===== src/rtl/sha1_padder.sv =====
// sha1_padder
//   Message pre-processing stage in front of the SHA-1 block. It collects a
//   big-endian 32-bit word stream into 512-bit blocks. It then applies the
//   SHA-1 padding: a 0x80 byte, zero fill, and the 64-bit big-endian message
//   bit length.
//
// Ports
//   clk_i, rst_i     clock, asynchronous active-high reset
//   in_data_i        message word, byte 0 in bits [31:24]
//   in_bytes_i       valid bytes in the word, MSB-aligned (0..4)
//   in_last_i        final word of the message
//   in_valid_i       input word valid
//   in_ready_o       input word accepted when valid && ready
//   block_o          padded block, word 0 in bits [511:480]
//   block_first_o    block is the first of a message
//   block_last_o     block is the last of a message (carries the length)
//   block_valid_o    block available
//   block_ready_i    consumer accepts the block
//   err_o            sticky protocol error
//
// Build option
//   SHA1_PADDER_ERR_EN  enables the err_o protocol checker. Without it,
//                       err_o is tied to 0.
module sha1_padder #(
  parameter int BlockWidth = 512,
  parameter int WordWidth  = 32,
  parameter int LenWidth   = 64
) (
  input  logic                  clk_i,
  input  logic                  rst_i,
  input  logic [WordWidth-1:0]  in_data_i,
  input  logic [2:0]            in_bytes_i,
  input  logic                  in_last_i,
  input  logic                  in_valid_i,
  output logic                  in_ready_o,
  output logic [BlockWidth-1:0] block_o,
  output logic                  block_first_o,
  output logic                  block_last_o,
  output logic                  block_valid_o,
  input  logic                  block_ready_i,
  output logic                  err_o
);

  typedef enum logic [1:0] {
    FILL       = 2'd0,
    EMIT_DATA  = 2'd1,
    EMIT_FINAL = 2'd2
  } state_t;

  state_t                state_q, state_nxt;
  logic [511:0]          buf_q, buf_nxt;
  logic [3:0]            w_q, w_nxt;
  logic [LenWidth-1:0]   len_q, len_nxt;
  logic                  first_q, first_nxt;
  logic                  pend_len_q, pend_len_nxt;
  logic                  pend_80_q, pend_80_nxt;

  logic                  acc;
  logic [2:0]            eff_bytes;
  logic                  eff_last;
  logic [31:0]           word;
  logic [6:0]            fill_cnt;
  logic [63:0]           len_field;

  // Keep only the first n bytes of a word and force the rest to zero.
  function automatic logic [31:0] mask_bytes(input logic [31:0] d, input logic [2:0] n);
    case (n)
      3'd0:    mask_bytes = 32'h0;
      3'd1:    mask_bytes = {d[31:24], 24'h0};
      3'd2:    mask_bytes = {d[31:16], 16'h0};
      3'd3:    mask_bytes = {d[31:8], 8'h0};
      default: mask_bytes = d;
    endcase
  endfunction

`ifdef SHA1_PADDER_ERR_EN
  logic err_q, err_nxt;
  logic bad;
  // An offending word is taken as a full, non-last word.
  assign bad       = (in_bytes_i > 3'd4) || (!in_last_i && in_bytes_i != 3'd4);
  assign eff_bytes = bad ? 3'd4 : in_bytes_i;
  assign eff_last  = in_last_i && !bad;
  assign err_o     = err_q;
`else
  assign eff_bytes = (in_bytes_i > 3'd4 || !in_last_i) ? 3'd4 : in_bytes_i;
  assign eff_last  = in_last_i;
  assign err_o     = 1'b0;
`endif

  assign acc       = in_valid_i && (state_q == FILL);
  assign word      = mask_bytes(in_data_i, eff_bytes);
  assign fill_cnt  = {1'b0, w_q, 2'b00} + {4'b0, eff_bytes};
  assign len_field = 64'(len_nxt);

  assign in_ready_o    = (state_q == FILL);
  assign block_valid_o = (state_q != FILL);
  assign block_last_o  = (state_q == EMIT_FINAL);
  assign block_first_o = first_q;
  assign block_o       = buf_q;

  always_comb begin
    state_nxt    = state_q;
    buf_nxt      = buf_q;
    w_nxt        = w_q;
    len_nxt      = len_q;
    first_nxt    = first_q;
    pend_len_nxt = pend_len_q;
    pend_80_nxt  = pend_80_q;
`ifdef SHA1_PADDER_ERR_EN
    err_nxt      = err_q | (acc & bad);
`endif
    case (state_q)
      FILL: begin
        if (acc) begin
          for (int i = 0; i < 16; i++)
            if (w_q == i[3:0]) buf_nxt[511-32*i -: 32] = word;
          w_nxt   = w_q + 4'd1;
          len_nxt = len_q + LenWidth'({eff_bytes, 3'b000});
          if (eff_last) begin
            // fill_cnt is the byte count in the block after this word.
            if (fill_cnt <= 7'd63)
              for (int i = 0; i < 64; i++)
                if (fill_cnt[5:0] == i[5:0]) buf_nxt[511-8*i -: 8] = 8'h80;
            if (fill_cnt <= 7'd55) begin
              buf_nxt[63:0] = len_field;
              state_nxt     = EMIT_FINAL;
            end else begin
              // The length does not fit, so it goes into an extra block.
              // The 0x80 also moves there if this block is completely full.
              pend_len_nxt = 1'b1;
              pend_80_nxt  = (fill_cnt == 7'd64);
              state_nxt    = EMIT_DATA;
            end
          end else if (w_q == 4'd15) begin
            state_nxt = EMIT_DATA;
          end
        end
      end
      EMIT_DATA: begin
        if (block_ready_i) begin
          w_nxt     = 4'd0;
          first_nxt = 1'b0;
          buf_nxt   = '0;
          if (pend_len_q) begin
            if (pend_80_q) buf_nxt[511:504] = 8'h80;
            buf_nxt[63:0] = 64'(len_q);
            state_nxt     = EMIT_FINAL;
          end else begin
            state_nxt = FILL;
          end
        end
      end
      EMIT_FINAL: begin
        if (block_ready_i) begin
          buf_nxt      = '0;
          w_nxt        = 4'd0;
          len_nxt      = '0;
          first_nxt    = 1'b1;
          pend_len_nxt = 1'b0;
          pend_80_nxt  = 1'b0;
          state_nxt    = FILL;
        end
      end
      default: state_nxt = FILL;
    endcase
  end

  always_ff @(posedge clk_i or posedge rst_i) begin
    if (rst_i) state_q <= FILL;
    else       state_q <= state_nxt;
  end

  // The buffer is cleared on reset as well, because zero fill depends on it.
  always_ff @(posedge clk_i or posedge rst_i) begin
    if (rst_i) begin
      buf_q      <= '0;
      w_q        <= 4'd0;
      len_q      <= '0;
      first_q    <= 1'b1;
      pend_len_q <= 1'b0;
      pend_80_q  <= 1'b0;
    end else begin
      buf_q      <= buf_nxt;
      w_q        <= w_nxt;
      len_q      <= len_nxt;
      first_q    <= first_nxt;
      pend_len_q <= pend_len_nxt;
      pend_80_q  <= pend_80_nxt;
    end
  end

`ifdef SHA1_PADDER_ERR_EN
  always_ff @(posedge clk_i or posedge rst_i) begin
    if (rst_i) err_q <= 1'b0;
    else       err_q <= err_nxt;
  end
`endif

endmodule


===== config.mk =====
export PLATFORM = sky130hd
export DESIGN_NAME = sha1_padder
export DESIGN_NICKNAME = d
export VERILOG_FILES = /design/src/rtl/sha1_padder.sv
export SDC_FILE = /design/constraint.sdc
export NUM_CORES = 1
export LEC_CHECK = 0
export CAP_MARGIN = 5
export CORE_UTILIZATION = 25
export DETAILED_ROUTE_END_ITERATION = 7
export PLACE_DENSITY = 0.53
export RECOVER_POWER = 50
export SYNTH_ARGS = -nofsm -noshare
export SYNTH_HDL_FRONTEND = slang
export SYNTH_SLANG_ARGS = --single-unit

===== constraint.sdc =====
create_clock -name clk_i -period 43.1 [get_ports clk_i]
set_clock_uncertainty 0.15 [all_clocks]
set_input_delay 8.62 -clock clk_i [delete_from_list [all_inputs] [get_ports clk_i]]
set_output_delay 8.62 -clock clk_i [all_outputs]
set_load 0.01 [all_outputs]

==> impl_metrics.tcl <==
set metrics [dict create \
    r2r_start "state_q[0]$_DFFE_PP0P_" \
    ios 557 \
    path_max_fanout 83 \
    synth-edff-count 0 \
    status "finished with violations" \
    grt_max_degree 137 \
    clk_pin_slew_ns 0.06 \
    cts_made_buffers 73 \
    syn-num-nets 2728 \
    final_common_cell "dfrtp_1" \
    synth-seq-cells 585 \
    finalHoldViolations 0 \
    cp.arrival_ns 14.84 \
    maxCapViolCount 6 \
    period_share 0.355 \
    vias 25300 \
    io_buffers 555 \
    placementRows 121 \
    relSlewSlack -1.95 \
    register_area_mm2 0.0146 \
    rrSetupSlack_ns 37.71 \
    start_util 0.252 \
    r2r_end "block_o[7]$_DFFE_PP0P_" \
    clock-sinks 585 \
    synth.cell_area_mm2 0.0274 \
    seq_area_frac_synth 0.534 \
    hold_buffers 0 \
    synth-main-ff-cell "dfrtp_1" \
    final-setup-viol-count 0 \
    gp_congestion 0.891 \
    crit_path_end_kind "async pin" \
    required_ns 42.65 \
    rsz0062_at_grt "no" \
    drt_pass1_iterations 6 \
    antenna_found_initial 12 \
    start_kind "input pin" \
    ff2ff_path_depth 9 \
    synth_cells 2676 \
    worst_hold_slack_ns 0.325 \
    slew_violations 391 \
    finalCriticalPeriod_ns 15.29 \
    finalWirelength_mm 134 \
    dp_hpwl_mm 96.6 \
    area_growth_pct 34.6 \
    min-delay-start "block_o[219]$_DFFE_PP0P_" \
    final_cell_mix "dfrtp_1 (584), dlygate4sd3_1 (500), nand2_1 (323)" \
    critPathKind "in2async" \
    post_drt_wl_per_cell_um 29.0 \
    critical_path_buf_inv_count 3 \
    track_usage 0.236 \
    max_stage_delay_ns 3.26 \
    cts_max_path_buffers 3 \
    cp_slowest_cell "clkbuf_1" \
    clk_latency_ns 0.66 \
    worstMarginPinSlew_ns 4.42 \
    die_area_mm2 0.111 \
    worstHoldPathType "reg2reg" \
    grt_pass1_wl_mm 191 \
    leakage_nw 16.7 \
    fillers 11000 \
    cp_top_family "buffers and inverters" \
    h-tree-depth 3 \
    cts_tree "done" \
    drt_iter0_drc 2409 \
    drive_above_1_share 0.0702 \
    root_buffer "clkbuf_16" \
    ys.warnings.count 0 \
    path_cells "dlygate4sd3_1 > clkinvlp_2 > clkbuf_1" \
    timing.fmax_mhz 65.4 \
    tns_ns 0 \
    synthArstFlopShare 1.00 \
    multi_input_area_mm2 0.0119 \
    failed_checks "max-capacitance violations, max-slew violations" \
    post_cts_buffers 0 \
    cts_resized 0 \
    avgViaCountPerCell 5.46 \
    die_w_um 333 \
    gr-total-overflow 0 \
    ys_types 86 \
    antenna_left 0 \
    final_nets 3210 \
    whs_path_depth 2 \
    p_per_area_mw_per_mm2 60.7 \
    grt_pass1_vias 24600 \
    die_y_um 333 \
    syn_area_per_cell_um2 10.3 \
    min_to "block_o[219]$_DFFE_PP0P_" \
    core-area_mm2 0.109 \
    drc_errors 0 \
    vdd_drop_max_uv 72.1 \
]
[layout make-up]
cell class,count,area share
Antenna cell,5,0.000339
Sequential cell,585,0.397
Multi-Input combinational cell,1864,0.324
Clock inverter,25,0.00905
Tap cell,1414,0.0479
Inverter,21,0.00217
Timing Repair Buffer,613,0.162
Clock buffer,110,0.0582
[synthesized netlist by cell type, types with 7 or more instances]
| library cell | n | share of area |
|---|---|---|
| a21o_1 | 25 | 0.0068 |
| a21oi_1 | 200 | 0.036 |
| a221o_1 | 14 | 0.0051 |
| a221oi_1 | 20 | 0.0064 |
| a22o_1 | 122 | 0.039 |
| a31o_2 | 18 | 0.0057 |
| a31oi_1 | 61 | 0.014 |
| a32o_1 | 33 | 0.012 |
| and2_1 | 51 | 0.012 |
| and3_1 | 25 | 0.0057 |
| and4_1 | 11 | 0.0035 |
| buf_1 | 18 | 0.0025 |
| buf_2 | 30 | 0.0055 |
| clkbuf_1 | 150 | 0.021 |
| dfrtp_1 | 584 | 0.53 |
| ha_1 | 12 | 0.0055 |
| inv_1 | 18 | 0.0025 |
| mux2i_1 | 11 | 0.0040 |
| nand2_1 | 324 | 0.044 |
| nand2b_1 | 8 | 0.0018 |
| nand3_1 | 50 | 0.0091 |
| nand3b_1 | 7 | 0.0019 |
| nand4_1 | 42 | 0.0096 |
| nor2_1 | 117 | 0.016 |
| nor3_1 | 39 | 0.0071 |
| nor4_1 | 15 | 0.0034 |
| o211ai_1 | 17 | 0.0047 |
| o21ai_0 | 158 | 0.029 |
| o21ai_1 | 25 | 0.0046 |
| o22a_1 | 44 | 0.014 |
| o22ai_1 | 16 | 0.0036 |
| o2bb2ai_1 | 239 | 0.076 |
| o31ai_1 | 11 | 0.0030 |
| or3_1 | 9 | 0.0021 |
| xnor2_1 | 24 | 0.0077 |
| xor2_1 | 9 | 0.0029 |
[state kept, by name, indices dropped and copies added (netlist names)]
name / count
block_first_o: 1
block_o: 512
len_q: 64
pend_80_q: 1
pend_len_q: 1
state_q: 2
w_q: 4
[tightest hold or removal path: stages (launching register included)]
cell	delay, ns
dfrtp_1	0.34
nand2_1	0.04
o21ai_0	0.06
[logic make-up after synthesis]
logic type,synth area share
AO/OA/AOI/OAI,0.284
XOR/XNOR,0.0105
adder cells (fa/ha/maj),0.00547
buffers and inverters,0.0333
flip-flops,0.534
multiplexers,0.00483
other,0.000137
AND/OR/NAND/NOR,0.128
[power breakdown]
part           internal, mW  switching (mW)
Sequential            0.622          0.0618
Clock                 0.373           0.266
Combinational         0.274           0.642
[worst max-delay path by stage]
stage          startpoint                        to  slack, ns  depth (start not counted)
5_1_grt             rst_i  block_o[310]$_DFFE_PP0P_      26.45                          3
6_report            rst_i  block_o[310]$_DFFE_PP0P_      27.81                          3
2_1_floorplan       rst_i    block_o[0]$_DFFE_PP0P_      17.96                          1
3_3_place_gp    in_last_i  block_o[342]$_DFFE_PP0P_      29.86                         12
4_1_cts         in_last_i  block_o[341]$_DFFE_PP0P_      30.48                         12
3_5_place_dp    in_last_i  block_o[338]$_DFFE_PP0P_      29.82                         12
[stage by stage]
step | power [mW] | utilization | instances | worst slack (ns) | area [um^2]
2_1_floorplan | 1.19 | - | 2676 | 17.96 | 27400
3_3_place_gp | 1.62 | 0.316 | 4497 | 29.86 | 34400
3_5_place_dp | 1.62 | 0.316 | 4497 | 29.82 | 34400
4_1_cts | 2.27 | 0.339 | 4632 | 30.48 | 36900
5_1_grt | 2.34 | 0.339 | 4632 | 26.45 | 36900
6_report | 2.24 | 0.339 | 4637 | 27.81 | 36900
[layer usage]
metal  vias to the layer above  part of all wire  global-route usage
met5                         -           0.00037                   0
met4                         8             0.048               0.111
met1                     12900              0.41               0.298
met2                      1072              0.46               0.371
li1                      11200                 -                   -
met3                       230             0.084              0.0655
No activity file was read; power rests on OpenSTA's default activity.
